--- config.mk ---
export PLATFORM = sky130hd
export DESIGN_NAME = dsp_mac_stream
export DESIGN_NICKNAME = d
export VERILOG_FILES = /design/src/rtl/dsp_mac_stream.sv
export SDC_FILE = /design/constraint.sdc
export NUM_CORES = 2
export LEC_CHECK = 0
export CAP_MARGIN = 25
export CORE_MARGIN = 1.5
export CORE_UTILIZATION = 50
export CTS_CLUSTER_SIZE = 12
export DETAILED_ROUTE_END_ITERATION = 16
export GPL_TIMING_DRIVEN = 0
export PLACE_DENSITY = 0.69
export SLEW_MARGIN = 15
export SYNTH_ARGS = -nofsm -noshare
export SYNTH_HDL_FRONTEND = slang
export SYNTH_SLANG_ARGS = --single-unit
--- constraint.sdc ---
create_clock -name clk -period 10.75 [get_ports clk]
set_input_delay 3.225 -clock clk [delete_from_list [all_inputs] [get_ports clk]]
set_output_delay 3.225 -clock clk [all_outputs]
set_load 0.01 [all_outputs]
--- src/rtl/dsp_mac_stream.sv ---
// rtl/dsp_mac_stream.sv - streaming pre-add / multiply / accumulate slice with valid-ready handshake
module dsp_mac_stream #(
    parameter int A_W      = 18,
    parameter int B_W      = 18,
    parameter int C_W      = 48,
    parameter int P_W      = 48,
    parameter bit SATURATE = 1'b1
) (
    input  logic                  clk,
    input  logic                  RSTN,
    input  logic                  IN_VALID,
    output logic                  IN_READY,
    input  logic signed [A_W-1:0] A,
    input  logic signed [B_W-1:0] B,
    input  logic signed [B_W-1:0] D,
    input  logic signed [C_W-1:0] C,
    input  logic [3:0]            OP,
    input  logic                  LAST,
    output logic                  OUT_VALID,
    input  logic                  OUT_READY,
    output logic signed [P_W-1:0] P,
    output logic                  OVF
);
    localparam int M_W = A_W + B_W + 1;

    logic                  stall;
    logic signed [B_W:0]   b_x, d_x, pre_n;
    logic signed [M_W-1:0] m_n;
    logic [P_W:0]          z_x, m_x, sum_n;
    logic                  ovf_s;
    logic [P_W-1:0]        red_n;

    logic                  s1_v, s1_last;
    logic signed [A_W-1:0] s1_a;
    logic signed [B_W:0]   s1_pre;
    logic signed [C_W-1:0] s1_c;
    logic [3:0]            s1_op;

    logic                  s2_v, s2_last;
    logic signed [M_W-1:0] s2_m;
    logic signed [C_W-1:0] s2_c;
    logic [3:0]            s2_op;

    // acc_r doubles as the S3 result register; s3_v/s3_last say whether it holds a group result
    logic                  s3_v, s3_last;
    logic [P_W-1:0]        acc_r;
    logic                  ovf_r;

    assign stall    = OUT_VALID && !OUT_READY;
    assign IN_READY = !stall;

    always_comb begin
        b_x   = {B[B_W-1], B};
        d_x   = {D[B_W-1], D};
        pre_n = b_x;
        if (OP[0]) begin
            pre_n = OP[1] ? (d_x - b_x) : (d_x + b_x);
        end
    end

    assign m_n = $signed({{(B_W+1){s1_a[A_W-1]}}, s1_a}) * $signed({{A_W{s1_pre[B_W]}}, s1_pre});

    always_comb begin
        z_x   = s2_op[2] ? {acc_r[P_W-1], acc_r} : {{(P_W+1-C_W){s2_c[C_W-1]}}, s2_c};
        m_x   = {{(P_W+1-M_W){s2_m[M_W-1]}}, s2_m};
        sum_n = s2_op[3] ? (z_x - m_x) : (z_x + m_x);
        ovf_s = sum_n[P_W] ^ sum_n[P_W-1];
        red_n = sum_n[P_W-1:0];
        if (SATURATE && ovf_s) begin
            red_n = sum_n[P_W] ? {1'b1, {(P_W-1){1'b0}}} : {1'b0, {(P_W-1){1'b1}}};
        end
    end

    always_ff @(posedge clk or negedge RSTN) begin
        if (!RSTN) begin
            s1_v      <= 1'b0;
            s1_last   <= 1'b0;
            s1_a      <= '0;
            s1_pre    <= '0;
            s1_c      <= '0;
            s1_op     <= '0;
            s2_v      <= 1'b0;
            s2_last   <= 1'b0;
            s2_m      <= '0;
            s2_c      <= '0;
            s2_op     <= '0;
            s3_v      <= 1'b0;
            s3_last   <= 1'b0;
            acc_r     <= '0;
            ovf_r     <= 1'b0;
            OUT_VALID <= 1'b0;
            P         <= '0;
            OVF       <= 1'b0;
        end else if (!stall) begin
            s1_v    <= IN_VALID;
            s1_last <= LAST;
            s1_a    <= A;
            s1_pre  <= pre_n;
            s1_c    <= C;
            s1_op   <= OP;

            s2_v    <= s1_v;
            s2_last <= s1_last;
            s2_m    <= m_n;
            s2_c    <= s1_c;
            s2_op   <= s1_op;

            s3_v    <= s2_v;
            s3_last <= s2_last;
            if (s2_v) begin
                acc_r <= red_n;
                ovf_r <= ovf_s | (s2_op[2] & ovf_r);
            end

            // Not stalled means the consumer is free or just took P, so clearing is safe
            if (s3_v && s3_last) begin
                P         <= $signed(acc_r);
                OVF       <= ovf_r;
                OUT_VALID <= 1'b1;
            end else begin
                OUT_VALID <= 1'b0;
            end
        end
    end
endmodule

# Yosys cells after proc, flatten, opt, wreduce, memory -nomap -nowiden
# Index checks and enable logic that the tools add are counted.
[op_classes] addsub=4 multipliers=1 div_mod_pow=0 order_cmp=0 n_eq_ne=0 shift=0 muxes=7 bitwise_logic=4 n_reduce_logical=6
[op_table] cell="49-bit two-way mux" count=2
[op_table] cell="48-bit two-way mux" count=2
[op_table] cell="49-bit adder" count=1
[op_table] cell="49-bit subtractor" count=1
[op_table] cell="19-bit two-way mux" count=2
[op_table] cell="18-bit by 19-bit multiplier with 37-bit output" count=1
[op_table] cell="18-bit by 18-bit adder with 19-bit output" count=1
[op_table] cell="18-bit by 18-bit subtractor with 19-bit output" count=1
[op_table] cell="2-bit AND reduction" count=2
[op_table] cell="1-bit logical AND" count=2
[op_table] cell="1-bit logical NOT" count=2
[op_table] cell="1-bit bitwise AND" count=1
[op_table] cell="1-bit two-way mux" count=1
[op_table] cell="1-bit inverter" count=1
[op_table] cell="1-bit OR" count=1
[op_table] cell="1-bit bitwise XOR" count=1
[totals] register_bits=283 latch_bits=0 mem_bits_rw=0 romBits=0 inputBits=111 out_inout_bits=51 word_cells=40 memories=0

# Longest topological paths before layout
[logic_depth] ltp_word=5 depth_mapped=28 ltp_nobuf=25

# Worst setup path after synthesis
# OpenSTA, ideal clock, no wires.
[synth_timing] path_type="input-to-output" startpoint="input port OUT_READY" endpoint="output port IN_READY" arrival_ns=4.114 required_ns=7.525 slack_ns=3.411 stages=5 path_buffers=3 cell_sequence="nor2b_1 > clkbuf_1 > inv_2 > clkbuf_1 > clkbuf_1"
[synth_via] elab_chain_cells=3
[synth_lines] element="from (decl)" line="20" rtl="input logic OUT_READY,"
[synth_lines] element="1-bit logical NOT" line="49" rtl="assign stall = OUT_VALID && !OUT_READY;"
[synth_lines] element="1-bit logical AND" line="49"
[synth_lines] element="1-bit logical NOT"
[synth_lines] element="to (decl)" line="12" rtl="output logic IN_READY,"
# Every way passes these cells.

# Final worst setup path
# Same ends and word-level chain as after synthesis.

==> out/metrics.cfg <==
[run_status]
status = finished clean

[global_routing]
antenna_found_initial = 1
grt_overflow_total = 0
grt_pass1_vias = 22900
grt_start_max_net_pins = 103
grt_pass1_wl_mm = 125
grt.total_usage_pct = 27.0

[floorplanning]
die_x_um = 242
floorplan.initialDensity_pct = 50.6
row_count = 87
die_y_um = 242
io_pins = 162
die-area_mm2 = 0.0585
core_mm2 = 0.0564

[route]
drcViolationCount = 0
num_vias = 22400
first_pass_iters = 6
wl_per_cell_um = 18.7
drtAntennaViolNets = 0
wirelength_mm = 78.6
vias_per_cell = 5.31
drt_iter0_markers = 1460

[worst_setup_path]
path_cells = clkdlybuf4s50_1 -> nor2b_1 -> clkbuf_1 -> inv_2 -> clkbuf_1 -> clkbuf_1 -> clkdlybuf4s50_1
worst_r2r_path_depth = 22
worst_ep_arrival_time_ns = 5.76
end_kind = primary output
path_delay_family = buffers and inverters
worst-setup-path-type = in2out
crit_required_ns = 7.53
cp_max_fo = 10
path_common_cell = clkbuf_1
crit_path_top_delay_cell = clkdlybuf4s50_1
cp-start-kind = primary input
worstSetupStartpoint = OUT_READY
rrSetupSlack_ns = 3.31
path_buf_inv = 6
cpPeakStageDelay_ns = 0.67
r2r_start = s1_pre[18]
reg2reg_to = s2_m[36]

[synthesis]
synth-edff-count = 0
synth.distinct_cells = 67
syn_area_per_cell_um2 = 8.81
synth_flop_cell = dfrtp_1
synthCells = 3239
synth-seq-area-share_pct = 24.5
ys_ff_latch = 279
synth_nets = 3860
yosysWarnings = 0
synth.cell_area_mm2 = 0.0285
synthArstFlopShare_pct = 100

[placement]
dp_cells = 4157
dp_slack_ns = 1.38
dp_hpwl_mm = 64.9
io_buffer_count = 159
gp_congestion = 0.958

[finish]
fillCellCount = 5194
final_util_pct = 57.1
layout.cells.most_common = nand2_1
fin_cells = 4211
layout_common_cells = nand2_1, inv_1, fa_1, dfrtp_1, and2_1
drive_gt1_share_pct = 4.81
areaGrowthSynthToFinish_pct = 12.8
fin_nets = 4057

[sta]
grt_setup_unrepaired = no
tightest_slew_ns = 0.989
setup_viol = 0
relSlewSlack_pct = 34.1
report.final.slew_viol_count = 0
hold_ws_ns = 0.466
finClkSkew_ns = 0.0180
hold_viol = 0
fin_crit_sh_pct = 83.5
setup_ws_ns = 1.77
fmax_mhz = 111
period_minus_slack_ns = 8.98

[clock_network]
cts_buffers = 31
cts_setup_buffers = 0
cts_tree = built
cts_root_buf = clkbuf_16
clk_pin_slew_ns = 0.06
clkLatencyLatePin_ns = 0.60
clockBufferDepth = 3
holdBufCountCts = 0
cts-resized-gates = 0
htree_levels = 1
clkSinkCount = 279

[worst_hold_path]
min_path_cells = 2
min_from = s2_c[14]
min_to = s2_c[14]
hp-class = reg2reg

[flow_run]
drv_cap = 0

-- sequential cells by signal, summed over array words and instances, names as in the netlist --
register,cells
s2_v,1
acc_r,48
s1_c,48
s1_a,18
s1_op,2
s2_m,37
s2_op,2
OUT_VALID,1
s2_c,48
ovf_r,1
s3_last,1
OVF,1
s3_v,1
s1_v,1
s1_pre,19
s1_last,1
s2_last,1
P,48
-- Yosys cell counts, types with 7 or more instances --
cell type / instances / area, um^2
a211oi_1: 12 / 90.1
a21o_1: 50 / 375
a21oi_1: 164 / 821
a31oi_1: 14 / 87.6
and2_1: 178 / 1110
and3_1: 10 / 62.6
buf_1: 12 / 45.0
clkbuf_1: 143 / 537
dfrtp_1: 279 / 6980
fa_1: 347 / 6950
ha_1: 163 / 2040
inv_1: 430 / 1610
mux2_2: 96 / 1080
mux2i_1: 15 / 150
nand2_1: 674 / 2530
nand2b_1: 16 / 100
nand3_1: 25 / 125
nand4_1: 10 / 62.6
nor2_1: 148 / 556
nor2b_1: 12 / 75.1
nor3_1: 33 / 165
o211ai_1: 8 / 60.1
o21a_1: 15 / 113
o21ai_0: 85 / 425
o21ai_1: 40 / 200
o21bai_1: 17 / 128
o31ai_1: 7 / 52.6
or3_1: 10 / 62.6
xnor2_1: 113 / 990
xor2_1: 33 / 289
-- per-layer routing --
| metal | GRT usage [%] | part of all wire (%) |
|---|---|---|
| met1 | 36.1 | 43 |
| met2 | 47.3 | 50 |
| met3 | 2.87 | 5.3 |
| met4 | 6.25 | 2.3 |
| met5 | 0 | 0 |
-- cell families (layout without fill, tap and decap cells) --
group / after synthesis / in the layout / synth area share [%]
AND/OR/NAND/NOR: 1147 / 1147 / 17.9
buffers and inverters: 594 / 808 / 7.87
adder cells (fa/ha/maj): 510 / 510 / 31.5
AO/OA/AOI/OAI: 452 / 452 / 9.45
flip-flops: 279 / 279 / 24.5
XOR/XNOR: 146 / 146 / 4.48
multiplexers: 111 / 111 / 4.31
other: 0 / 2 / 0
-- area by class of cell --
type	count	area (um^2)	share of cell area, %
antenna	2	5.00	0.0156
buffer	162	623	1.94
clock buffer	38	822	2.55
clock inverter	12	164	0.509
inverter	432	1620	5.04
multi-input combinational	2366	19300	60.0
sequential	279	6980	21.7
tap	756	946	2.94
timing repair buffer	164	1710	5.30
-- worst register-to-register path, stage by stage (launching register included) --
cell and delay, ns:
dfrtp_1 0.33, clkbuf_1 0.46, clkbuf_1 0.47, nand2_1 0.24, fa_1 0.58, inv_1 0.15, fa_1 0.90, fa_1 0.56
fa_1 0.50, fa_1 0.55, fa_1 0.43, ha_1 0.28, clkbuf_1 0.19, a21o_1 0.21, a21o_1 0.17, a21o_1 0.18
a21o_1 0.18, a21o_1 0.17, a21o_1 0.17, a21oi_1 0.19, o31ai_1 0.12, xnor2_1 0.19, o21ai_0 0.08
-- per-stage QoR --
stage | area (um^2) | TNS, ns
finish | 32200 | 0
global route | 32200 | 0
CTS | 32100 | 0
detailed placement | 31200 | 0
global placement | 31100 | -1616.59
floorplan | 28500 | 0
-- worst max path at each step --
stage | endpoint | slack [ns] | depth (start not counted)
floorplan | IN_READY | 3.41 | 5
global placement | s1_a[5] | -5.84 | 1
detailed placement | IN_READY | 1.38 | 7
CTS | IN_READY | 1.37 | 7
global route | IN_READY | 1.68 | 7
finish | IN_READY | 1.77 | 7
Power is not shown: default switching activity piles up to over one toggle a cycle in this logic, so the estimate is an artifact.
